`config.mk`:
```
export PLATFORM = sky130hd
export DESIGN_NAME = ins_fetch
export DESIGN_NICKNAME = d
export VERILOG_FILES = /design/src/rtl/ins_fetch.sv
export SDC_FILE = /design/constraint.sdc
export NUM_CORES = 1
export LEC_CHECK = 0
export BUFFER_PORTS_ARGS = -buffer_cell sky130_fd_sc_hd__buf_2
export CORE_MARGIN = 2
export CORE_UTILIZATION = 56
export CTS_CLUSTER_SIZE = 10
export DETAILED_ROUTE_END_ITERATION = 16
export PLACE_DENSITY = 0.83
export SYNTH_ARGS = -nofsm -noshare
export SYNTH_HDL_FRONTEND = slang
export SYNTH_SLANG_ARGS = --single-unit
export TNS_END_PERCENT = 100
```
`constraint.sdc`:
```
create_clock -name clk -period 2 [get_ports clk]
set_clock_uncertainty 0.1 [all_clocks]
set_input_delay 0.2 -clock clk [delete_from_list [all_inputs] [get_ports clk]]
set_output_delay 0.2 -clock clk [all_outputs]
set_load 0.01 [all_outputs]
```
`src/rtl/ins_fetch.sv`:
```
// Serial-loaded 16 x 11-bit instruction store with a registered fetch port.
// The program is shifted in LSB-first while in LOAD, then words are fetched by PC_CURR in RUN.
module ins_fetch (
  input  logic        clk,
  input  logic        rst_n,
  input  logic        load_mode,
  input  logic        ld_valid,
  input  logic        ld_data,
  output logic        ld_ready,
  output logic        load_done,
  input  logic [3:0]  PC_CURR,
  output logic [10:0] INS,
  output logic        ins_valid
);

  typedef enum logic [1:0] {IDLE, LOAD, RUN} state_t;

  state_t      state_reg, state_next;
  logic [10:0] mem_reg [16];
  logic [10:0] shift_reg, shift_next;
  logic [10:0] shifted;
  logic [3:0]  bit_cnt_reg, bit_cnt_next;
  logic [3:0]  word_cnt_reg, word_cnt_next;
  logic [10:0] ins_reg, ins_next;
  logic        ins_valid_reg, ins_valid_next;
  logic        load_done_reg, load_done_next;
  logic        mem_we;

  // New bits enter at the MSB so the first bit received ends up in bit 0.
  assign shifted = {ld_data, shift_reg[10:1]};

  always_comb begin
    state_next     = state_reg;
    shift_next     = shift_reg;
    bit_cnt_next   = bit_cnt_reg;
    word_cnt_next  = word_cnt_reg;
    ins_next       = ins_reg;
    ins_valid_next = ins_valid_reg;
    load_done_next = 1'b0;
    mem_we         = 1'b0;
    case (state_reg)
      IDLE: begin
        shift_next    = '0;
        bit_cnt_next  = '0;
        word_cnt_next = '0;
        state_next    = load_mode ? LOAD : RUN;
      end
      LOAD: begin
        // Dropping load_mode aborts the load and takes priority over a pending bit.
        if (!load_mode) begin
          state_next    = IDLE;
          shift_next    = '0;
          bit_cnt_next  = '0;
          word_cnt_next = '0;
        end else if (ld_valid) begin
          if (bit_cnt_reg == 4'd10) begin
            mem_we        = 1'b1;
            shift_next    = '0;
            bit_cnt_next  = '0;
            word_cnt_next = word_cnt_reg + 4'd1;
            if (word_cnt_reg == 4'd15) begin
              state_next     = RUN;
              load_done_next = 1'b1;
            end
          end else begin
            shift_next   = shifted;
            bit_cnt_next = bit_cnt_reg + 4'd1;
          end
        end
      end
      RUN: begin
        if (load_mode) begin
          state_next     = LOAD;
          shift_next     = '0;
          bit_cnt_next   = '0;
          word_cnt_next  = '0;
          ins_valid_next = 1'b0;
        end else begin
          ins_next       = mem_reg[PC_CURR];
          ins_valid_next = 1'b1;
        end
      end
      default: state_next = IDLE;
    endcase
  end

  always_ff @(posedge clk or negedge rst_n) begin
    if (!rst_n) begin
      state_reg     <= IDLE;
      shift_reg     <= '0;
      bit_cnt_reg   <= '0;
      word_cnt_reg  <= '0;
      ins_reg       <= '0;
      ins_valid_reg <= 1'b0;
      load_done_reg <= 1'b0;
    end else begin
      state_reg     <= state_next;
      shift_reg     <= shift_next;
      bit_cnt_reg   <= bit_cnt_next;
      word_cnt_reg  <= word_cnt_next;
      ins_reg       <= ins_next;
      ins_valid_reg <= ins_valid_next;
      load_done_reg <= load_done_next;
    end
  end

  // One register per word so reset can clear the whole store at once.
  for (genvar gi = 0; gi < 16; gi++) begin : g_mem
    always_ff @(posedge clk or negedge rst_n) begin
      if (!rst_n) begin
        mem_reg[gi] <= '0;
      end else if (mem_we && (word_cnt_reg == 4'(gi))) begin
        mem_reg[gi] <= shifted;
      end
    end
  end

  assign ld_ready  = (state_reg == LOAD);
  assign load_done = load_done_reg;
  assign INS       = ins_reg;
  assign ins_valid = ins_valid_reg;

endmodule
```
==> summary.md, run 1 <==
| Metric | Value |
|---|---|
| Die ar. | 18300 um^2 |
| RSZ-0062 raised after global routing | yes |
| Largest net degree at the start of global routing | 117 |
| Clock Sinks | 209 |
| Yosys top cell by area | dfrtp_1 |
| Num CTS Buffers | 25 |
| Fill count | 1154 |
| Fin. max-slew vios | 0 |
| Leak Pwr | 5.54 nW |
| Synth Register Bits | 209 |
| Worst Path Required | 2290 ps |
| CTS tree | built |
| Critical path's most frequent cell | buf_6 |
| Final worst setup slack | -54.5 ps |
| DP Cell Count | 888 |
| Clock Power Share | 44.6% |
| Most frequent cell after synthesis | dfrtp_1 |
| Grt met3 use | 3.85% |
| Most used routing layer | met2 |
| Sw power | 1.87 mW |
| Largest delay contributor family on the critical path | simple AND/OR/NAND/NOR gates |
| Worst-path fanout max | 6 |
| Layout cell share with drive strength beyond 1 | 45.6% |
| Power share of the sequential group | 50.4% |
| Slew headroom | 51.1% |
| Synthesized netlist cell count | 647 |
| Vias per cell | 6.12 |
| Ports | 23 |
| Synth Net Count | 662 |
| Multi-input gate area | 4110 um^2 |
| Clock root buffer | clkbuf_16 |
| Startpoint class of the critical path | flop |
| Register area share after synthesis | 54.1% |
| Worst hold slack | 33.1 ps |
| Syn avg cell area | 14.9 um^2 |
| Max Freq | 487 MHz |
| Outcome | complete, but fails checks |
| Synthesized cell area | 9670 um^2 |
| Utilization after layout | 64.2% |
| Tot GR Track Use | 23.4% |
| Final Instance Area | 11000 um^2 |
| Total negative slack | -475 ps |
| Area after DPL | 10200 um^2 |
| Switching Fraction | 21.9% |
| Detailed-route wire length per cell | 22.3 um |
| Fin crit share | 103% |
| Async set-reset flop share out of synthesis | 100% |
| CTS Buffer Depth | 3 |
| Final HPWL DP | 13.3 mm |
| Worst skew pair latency | 510 ps |
| Synth cell count leaders | dfrtp_1, mux2_2, nand2_1, mux2i_1, buf_2 |
| Hold Path Class | in -> reg |
| DRC | 0 |
| Design Power | 8.57 mW |
| Least-Margin Pin Slew | 732 ps |
| Post-synth EDFFs | 0 |
| Die X | 135 um |
| MaxCap Viol Count | 0 |
| Buffers & Inverters on Critical Path | 3 |
| Global Route met1 Usage | 31.3% |
| First-pass GRT wire length | 33.1 mm |
| WS Path Type | reg -> reg |
| CTS clk-pin slew, worst paths | 50 ps |
| Final Hold Violating Endpoints | 0 |
| DR pass1 iterations | 5 |
| Critical Path Slowest Stage Cell | dfrtp_1 |
| Pint | 6.69 mW |
| Non-Filler Instances | 925 |
| Via count | 5659 |
| Ys flop type | dfrtp_1 |
| Antenna-violating nets left | 0 |
| Yosys warning count | 0 |
| Worst setup slack after placement | -66.7 ps |
| Comb pwr share | 5.0% |
| Area share of the largest cell type after synthesis | 54.1% |
| Routed WL | 20.7 mm |
| Endpoints failing setup | 25 |
| H-tree depth | 1 |
| Crit. End Element | flop |
| Worst VDD drop | 0.672 mV |
| GPL Wtd Cong | 0.823 |
| Tmin final | 2050 ps |
| FF/Latch Area | 5230 um^2 |
| Antenna diodes | 0 |
| CORE AREA | 17100 um^2 |
| Total grt overflow | 0 |
| Library cells used by synthesis | 45 |
| Die Ht | 135 um |
| Grt met2 use | 39.6% |
| Synth top area cells | dfrtp_1, mux2_2, mux4_1, mux2i_1, mux4_4 |
| # rows | 48 |
| I/O Buffers | 22 |
| Effective utilization at floorplan | 56.5% |
| Critical path arrival | 2340 ps |
| Vias in the first global route | 6165 |
| CP cell instances | inv_2 -> ha_4 -> nand4b_4 -> buf_6 -> nor4_4 -> nand2_2 -> buf_6 -> mux2_2 |
| Violated checks | setup timing |
| Max FFs per register | 176 |
| Net count reported at finish | 711 |
| P&R area growth vs syn | 13.7% |
| Antenna violations before repair | 0 |
| Delay of the slowest critical-path stage | 390 ps |
| Pwr dens | 779 nW/um^2 |
| DRT iter0 DRCs | 380 |
==> worst register-to-register path: cells and delay by family, from the launching register on <==
family	cells	cell delay, ps
mux	1	280
buf+inv	3	440
flops	1	390
fa+ha+maj	1	150
simple gates	3	570
==> what timing repair did <==
action,4_1_cts,5_1_grt
endpoints found under the hold margin,213,0
endpoints found under the setup margin,165,170
pin swaps,1,2
buffers inserted,0,1
cloned,1,2
hold buffers,2,0
resized for setup,9,21
==> power by group through the flow <==
stage                     Clock [mW]  Sequential, mW  Combinational, mW
after floorplan                    0            4.38              0.201
after global placement             0            4.38              0.414
after detailed placement           0            4.38              0.427
after CTS                       3.91            4.31              0.434
after global routing            4.09            4.31              0.474
final                           3.82            4.32              0.431
==> cell usage in the layout (no fill, tap or decap), types with 2 or more instances in the layout <==
| cell | instances |
|---|---|
| a211oi_1 | 2 |
| a21oi_1 | 5 |
| a22o_1 | 12 |
| a22oi_1 | 22 |
| and2_1 | 2 |
| buf_12 | 5 |
| buf_2 | 21 |
| buf_4 | 27 |
| buf_6 | 16 |
| clkbuf_1 | 3 |
| clkbuf_16 | 26 |
| clkbuf_8 | 2 |
| dfrtp_1 | 209 |
| dlygate4sd3_1 | 2 |
| ha_1 | 5 |
| inv_1 | 9 |
| mux2_2 | 184 |
| mux2_4 | 3 |
| mux2i_1 | 27 |
| mux4_1 | 15 |
| mux4_2 | 8 |
| mux4_4 | 8 |
| nand2_1 | 26 |
| nand2_2 | 3 |
| nand3_1 | 4 |
| nor2_1 | 6 |
| nor2b_1 | 3 |
| nor3_1 | 2 |
| nor4_4 | 2 |
| o211ai_1 | 11 |
| o21ai_0 | 6 |
| or3_1 | 2 |
==> layer usage <==
layer | vias to the layer above | share of wire [%] | wire (um)
met4 | 0 | 2.7 | 566
met5 | - | 0 | 0
met3 | 42 | 4.0 | 828
li1 | 2487 | - | -
met2 | 124 | 51 | 10500
met1 | 3006 | 42 | 8770
==> cell families (layout without fill, tap and decap cells) <==
| logic type | Yosys count | after routing | share of synthesized area (%) |
|---|---|---|---|
| flops | 209 | 209 | 54.1 |
| fa+ha+maj | 6 | 6 | 0.776 |
| simple gates | 62 | 62 | 3.91 |
| compound gates | 62 | 62 | 4.74 |
| mux | 246 | 246 | 32.8 |
| buf+inv | 62 | 115 | 3.71 |
==> final timing paths <==
path / from / endpoint / slack [ps] / depth (start not counted)
min in group asynchronous: rst_n / mem_reg[91] / 200 / 3
max in group asynchronous: rst_n / mem_reg[58] / 1080 / 3
hold / removal: PC_CURR[3] / INS[9] / 30 / 4
setup / recovery: bit_cnt_reg[0] / mem_reg[153] / -50 / 8
setup reg to reg: bit_cnt_reg[0] / mem_reg[153] / -50 / 8
hold reg to reg: mem_reg[56] / mem_reg[56] / 390 / 1
==> cell type report <==
cell class / count / share of cell area (%)
multi-input combinational: 376 / 37.4
timing repair buffer: 74 / 6.02
tap: 225 / 2.56
clock inverter: 2 / 0.159
clock buffer: 29 / 5.92
sequential: 209 / 47.6
inverter: 10 / 0.341
(Power assumes the default switching activity.)
==> run 2: changes to the inputs <==
CORE_MARGIN = 8   (was 2)
CORE_UTILIZATION = 62   (was 56)
PLACE_DENSITY = 0.87   (was 0.83)
clock period = 1.9 ns   (was 2 ns; I/O delays follow)
==> run 2 against run 1 <==
Compared with the run above: the run still ends with setup timing left; hold slack worse by 20 ps; global-route usage shrank 0.65 points; clock power increased by 3%; non-clock buffer count up 10; worst setup slack got worse by 150 ps; final area up 0.71%; clock-buffer cell count fell by 3; first-iteration DRC count grew 26%; via count up 4.7%; total power up 4.4%.
==> summary.md, run 2 (synthesis results as in run 1) <==
| Metric | Value |
|---|---|
| MaxCap Viol Count | 0 |
| Critical Path Slowest Stage Cell | dfrtp_1 |
| CTS Buffer Depth | 3 |
| Leak Pwr | 5.66 nW |
| Design Power | 8.95 mW |
| Final HPWL DP | 13.9 mm |
| Layout cell share with drive strength beyond 1 | 47.0% |
| Max FFs per register | 176 |
| H-tree depth | 1 |
| GPL Wtd Cong | 0.853 |
| Max Freq | 474 MHz |
| Detailed-route wire length per cell | 25.7 um |
| Vias per cell | 6.64 |
| Fill count | 882 |
| Hold Path Class | in -> reg |
| P&R area growth vs syn | 14.5% |
| Die ar. | 19800 um^2 |
| WP depth | 9 |
| Ports | 23 |
| Net count reported at finish | 720 |
| DRC | 0 |
| Final worst setup slack | -208 ps |
| Worst skew pair latency | 510 ps |
| Delay of the slowest critical-path stage | 390 ps |
| Reg2reg end | mem_reg[28] |
| Worst VDD drop | 0.621 mV |
| Hold path cells | 3 |
| Fin. max-slew vios | 0 |
| Die Ht | 141 um |
| Clock Sinks | 209 |
| DR pass1 iterations | 4 |
| Crit. End Element | flop |
| CORE AREA | 15200 um^2 |
| Worst Hold Launch | load_mode |
| Worst hold slack | 13.4 ps |
| First-pass GRT wire length | 35.7 mm |
| Num CTS Buffers | 24 |
| CTS clk-pin slew, worst paths | 60 ps |
| DRT iter0 DRCs | 478 |
| Antenna-violating nets left | 0 |
| Worst-path fanout max | 6 |
| Hold EP | ins_valid |
| Slew headroom | 53.1% |
| Routed WL | 23.0 mm |
| Violated checks | setup timing |
| Least-Margin Pin Slew | 704 ps |
| Largest net degree at the start of global routing | 61 |
| Tmin final | 2110 ps |
| Antenna violations before repair | 0 |
| Effective utilization at floorplan | 63.6% |
| Clock root buffer | clkbuf_16 |
| Tot GR Track Use | 22.7% |
| Total grt overflow | 0 |
| WS Path Type | reg -> reg |
| Total negative slack | -15830 ps |
| CTS tree | built |
| Antenna diodes | 0 |
| Worst R2R Start | bit_cnt_reg[0] |
| Outcome | complete, but fails checks |
| Most frequent cells in the layout | dfrtp_1, mux2_2, buf_4 |
| Critical path's most frequent cell | buf_6 |
| Via count | 5926 |
| Vias in the first global route | 6357 |
| Largest delay contributor family on the critical path | buffers and inverters |
| # rows | 45 |
| Worst Path Required | 2190 ps |
| I/O Buffers | 22 |
| Area after DPL | 10100 um^2 |
| Buffers & Inverters on Critical Path | 4 |
| Fin crit share | 111% |
| Final Hold Violating Endpoints | 0 |
| Crit path from | bit_cnt_reg[0] |
| Pwr dens | 808 nW/um^2 |
| CP cell instances | inv_2 -> ha_4 -> nand4b_4 -> buf_6 -> buf_6 -> nor3_4 -> nand2_2 -> buf_6 -> mux2_4 |
| Commonest non-fill, non-tap cell in the layout | dfrtp_1 |
| R2R Setup Slk | -210 ps |
| RSZ-0062 raised after global routing | yes |
| Endpoints failing setup | 184 |
| Critical path arrival | 2400 ps |
| R2R depth | 9 |
| Startpoint class of the critical path | flop |
| Final Instance Area | 11100 um^2 |
| Die X | 141 um |
==> run 2: cell types whose count changed in the layout (fill, tap and decap cells not counted), sizes merged <==
cell         change
buf             +12
clkbuf           -4
clkinv           -1
dlygate4sd3      -1
inv              -1
==> run 2: final cells by class <==
cell class / instances / area, um^2 / area share [%]
inverters: 10 / 37.5 / 0.339
clock buffers: 26 / 629 / 5.69
well taps: 188 / 235 / 2.13
flip-flops and latches: 209 / 5230 / 47.3
repair buffers: 84 / 764 / 6.91
multi-input cells: 376 / 4170 / 37.7
==> run 2: stage by stage <==
stage | util [%] | cells | worst slack (ps)
finish | 72.8 | 893 | -208
CTS | 72.1 | 887 | -169
global placement | 66.7 | 851 | -167
floorplan | - | 647 | 2.28
detailed placement | 66.7 | 851 | -259
global route | 72.8 | 893 | -229
==> run 2: per-layer routing <==
metal | vias up | GRT usage [%] | wire [um]
met3 | 77 | 3.24 | 990
met4 | 0 | 7.47 | 825
met1 | 3125 | 29.2 | 9310
met2 | 221 | 39.1 | 11800
li1 | 2503 | - | -
met5 | - | 0 | 0
==> run 2: how the worst max path moves through the flow <==
stage	end	slack (ps)
floorplan	mem_reg[133]	2
global placement	mem_reg[58]	-170
detailed placement	mem_reg[83]	-260
CTS	mem_reg[83]	-170
global route	mem_reg[35]	-230
finish	mem_reg[28]	-210
==> run 2: worst reg2reg max path, delay by kind of cell (launching register included) <==
family,cells,cell delay [ps]
muxes,1,300
and+or+nand+nor,3,520
buffers and inverters,4,530
DFF,1,390
adders and majority gates,1,140
==> run 2: power by group <==
group	internal, mW	leakage, nW	switching [mW]
Combinational	0.179	2.45	0.304
Clock	2.30	0.309	1.63
Sequential	4.50	2.91	0.0436
Total	6.97	5.66	1.97
==> run 2: timing repair <==
item / 4_1_cts / 5_1_grt
buffers inserted: 7 / 4
cloned: 2 / 3
endpoints found under the hold margin: 95 / 0
resized for setup: 29 / 24
pin swaps: 6 / 3
setup endpoints to repair: 186 / 194
hold buffers: 1 / 0
==> run 3: changes to the inputs <==
CORE_ASPECT_RATIO = 1.75   (was default)
==> run 3 against run 2 <==
Compared with the run above: the flow still finishes with violations (setup timing); hold slack gained 8.4 ps; global-route usage is 2.2 points higher; worst setup slack worse by 120 ps; total power rose by 1.4%; sequential power about the same; routed wire length increased by 18%; critical path type unchanged; critical endpoint is now mem_reg[64]; largest power group unchanged; highest routed layer unchanged.
==> summary.md, run 3 (synthesis results as in run 1) <==
| Metric | Value |
|---|---|
| Outcome | complete, but fails checks |
| Violated checks | setup timing |
| I/O Buffers | 22 |
| Tmin final | 2220 ps |
| CTS tree | built |
| Worst setup slack after placement | -230 ps |
| Hold EP | state_reg[1] |
| Least-Margin Pin Slew | 703 ps |
| CTS Buffer Depth | 3 |
| Detailed-route wire length per cell | 29.4 um |
| R2R depth | 9 |
| Utilization after layout | 75.4% |
| Worst R2R Start | bit_cnt_reg[0] |
| Die Ht | 181 um |
| Startpoint class of the critical path | flop |
| Fin. max-slew vios | 0 |
| DR pass1 iterations | 4 |
| Ports | 23 |
| Worst VDD drop | 0.679 mV |
| GPL Wtd Cong | 0.835 |
| Clock Sinks | 209 |
| Critical path arrival | 2510 ps |
| Fin crit share | 117% |
| MaxCap Viol Count | 0 |
| Commonest non-fill, non-tap cell in the layout | dfrtp_1 |
| Total grt overflow | 0 |
| # rows | 60 |
| Max Freq | 449 MHz |
| Layout cell share with drive strength beyond 1 | 50.4% |
| R2R Setup Slk | -320 ps |
| Routed WL | 27.1 mm |
| Final HPWL DP | 15.0 mm |
| Worst Path Required | 2190 ps |
| Via count | 6342 |
| CORE AREA | 15300 um^2 |
| Design Power | 9.07 mW |
| Worst-path fanout max | 5 |
| Final Hold Violating Endpoints | 0 |
| Tot GR Track Use | 24.9% |
| DRT iter0 DRCs | 466 |
| RSZ-0062 raised after global routing | yes |
| DRC | 0 |
| Die ar. | 20000 um^2 |
| Worst skew pair latency | 520 ps |
| Final worst setup slack | -325 ps |
| Effective utilization at floorplan | 63.1% |
| Vias per cell | 6.88 |
| First-pass GRT wire length | 39.4 mm |
| CTS clk-pin slew, worst paths | 50 ps |
| Antenna-violating nets left | 0 |
| Net count reported at finish | 751 |
| P&R area growth vs syn | 19.5% |
| Antenna violations before repair | 0 |
| Largest net degree at the start of global routing | 59 |
| Slew headroom | 53.1% |
| Antenna diodes | 0 |
| Most frequent cells in the layout | dfrtp_1, mux2_2, buf_4 |
| Max FFs per register | 176 |
| Vias in the first global route | 6866 |
| Clock root buffer | clkbuf_16 |
| Leak Pwr | 5.95 nW |
| Crit path from | bit_cnt_reg[0] |
| Crit. End Element | flop |
| Non-Filler Instances | 922 |
| Die X | 110 um |
| DP Cell Count | 867 |
| Hold Path Class | in -> reg |
| Worst Hold Launch | load_mode |
| Num CTS Buffers | 24 |
| WS Path Type | reg -> reg |
| H-tree depth | 1 |
| Endpoints failing setup | 180 |
| Worst hold slack | 21.9 ps |
| Reg2reg end | mem_reg[64] |
| Hold path cells | 3 |
| Pwr dens | 785 nW/um^2 |
[run 3: stage by stage]
step,instance area [um^2],setup TNS (ps)
CTS,11300,-17010
global route,11600,-50280
finish,11600,-37590
detailed placement,10400,-25020
global placement,10400,-16550
floorplan,9700,0
[run 3: critical path, stage by stage (launching register included)]
cell	delay (ps)
dfrtp_1	390
inv_2	90
ha_4	150
nand4b_4	130
buf_6	160
nor4_4	300
buf_4	170
nand2_2	130
clkbuf_16	220
mux2_2	280
[run 3: worst max path at each step]
stage | depth (start not counted) | endpoint | slack (ps)
6_report | 9 | mem_reg[64] | -320
5_1_grt | 9 | mem_reg[64] | -370
4_1_cts | 9 | mem_reg[156] | -170
3_5_place_dp | 8 | mem_reg[46] | -230
3_3_place_gp | 8 | mem_reg[47] | -190
2_1_floorplan | 8 | mem_reg[133] | 2
[run 3: layout make-up]
class / instances / area (um^2)
Multi-Input combinational cell: 376 / 4260
Fill cell: 820 / 3760
Timing Repair Buffer: 115 / 1160
Tap cell: 186 / 233
Inverter: 10 / 37.5
Clock buffer: 26 / 629
Sequential cell: 209 / 5230
[run 3: where the power goes]
group | internal, mW | switching [mW]
Sequential | 4.49 | 0.0439
Combinational | 0.196 | 0.319
Clock | 2.30 | 1.72
Total | 6.99 | 2.08
[run 3: layer usage]
metal	routed length (um)	vias up	GRT usage [%]
li1	-	2566	-
met1	9230	3267	26.1
met2	14100	355	43.4
met3	1570	154	4.34
met4	2240	0	18.9
met5	0	-	0
[run 3: repair_timing]
item,in CTS,in global routing
cloned,5,5
hold buffers,1,0
gates resized for setup,49,36
buffers inserted,10,11
pin swaps,4,6
endpoints found under the setup margin,176,188
hold endpoints to repair,209,0
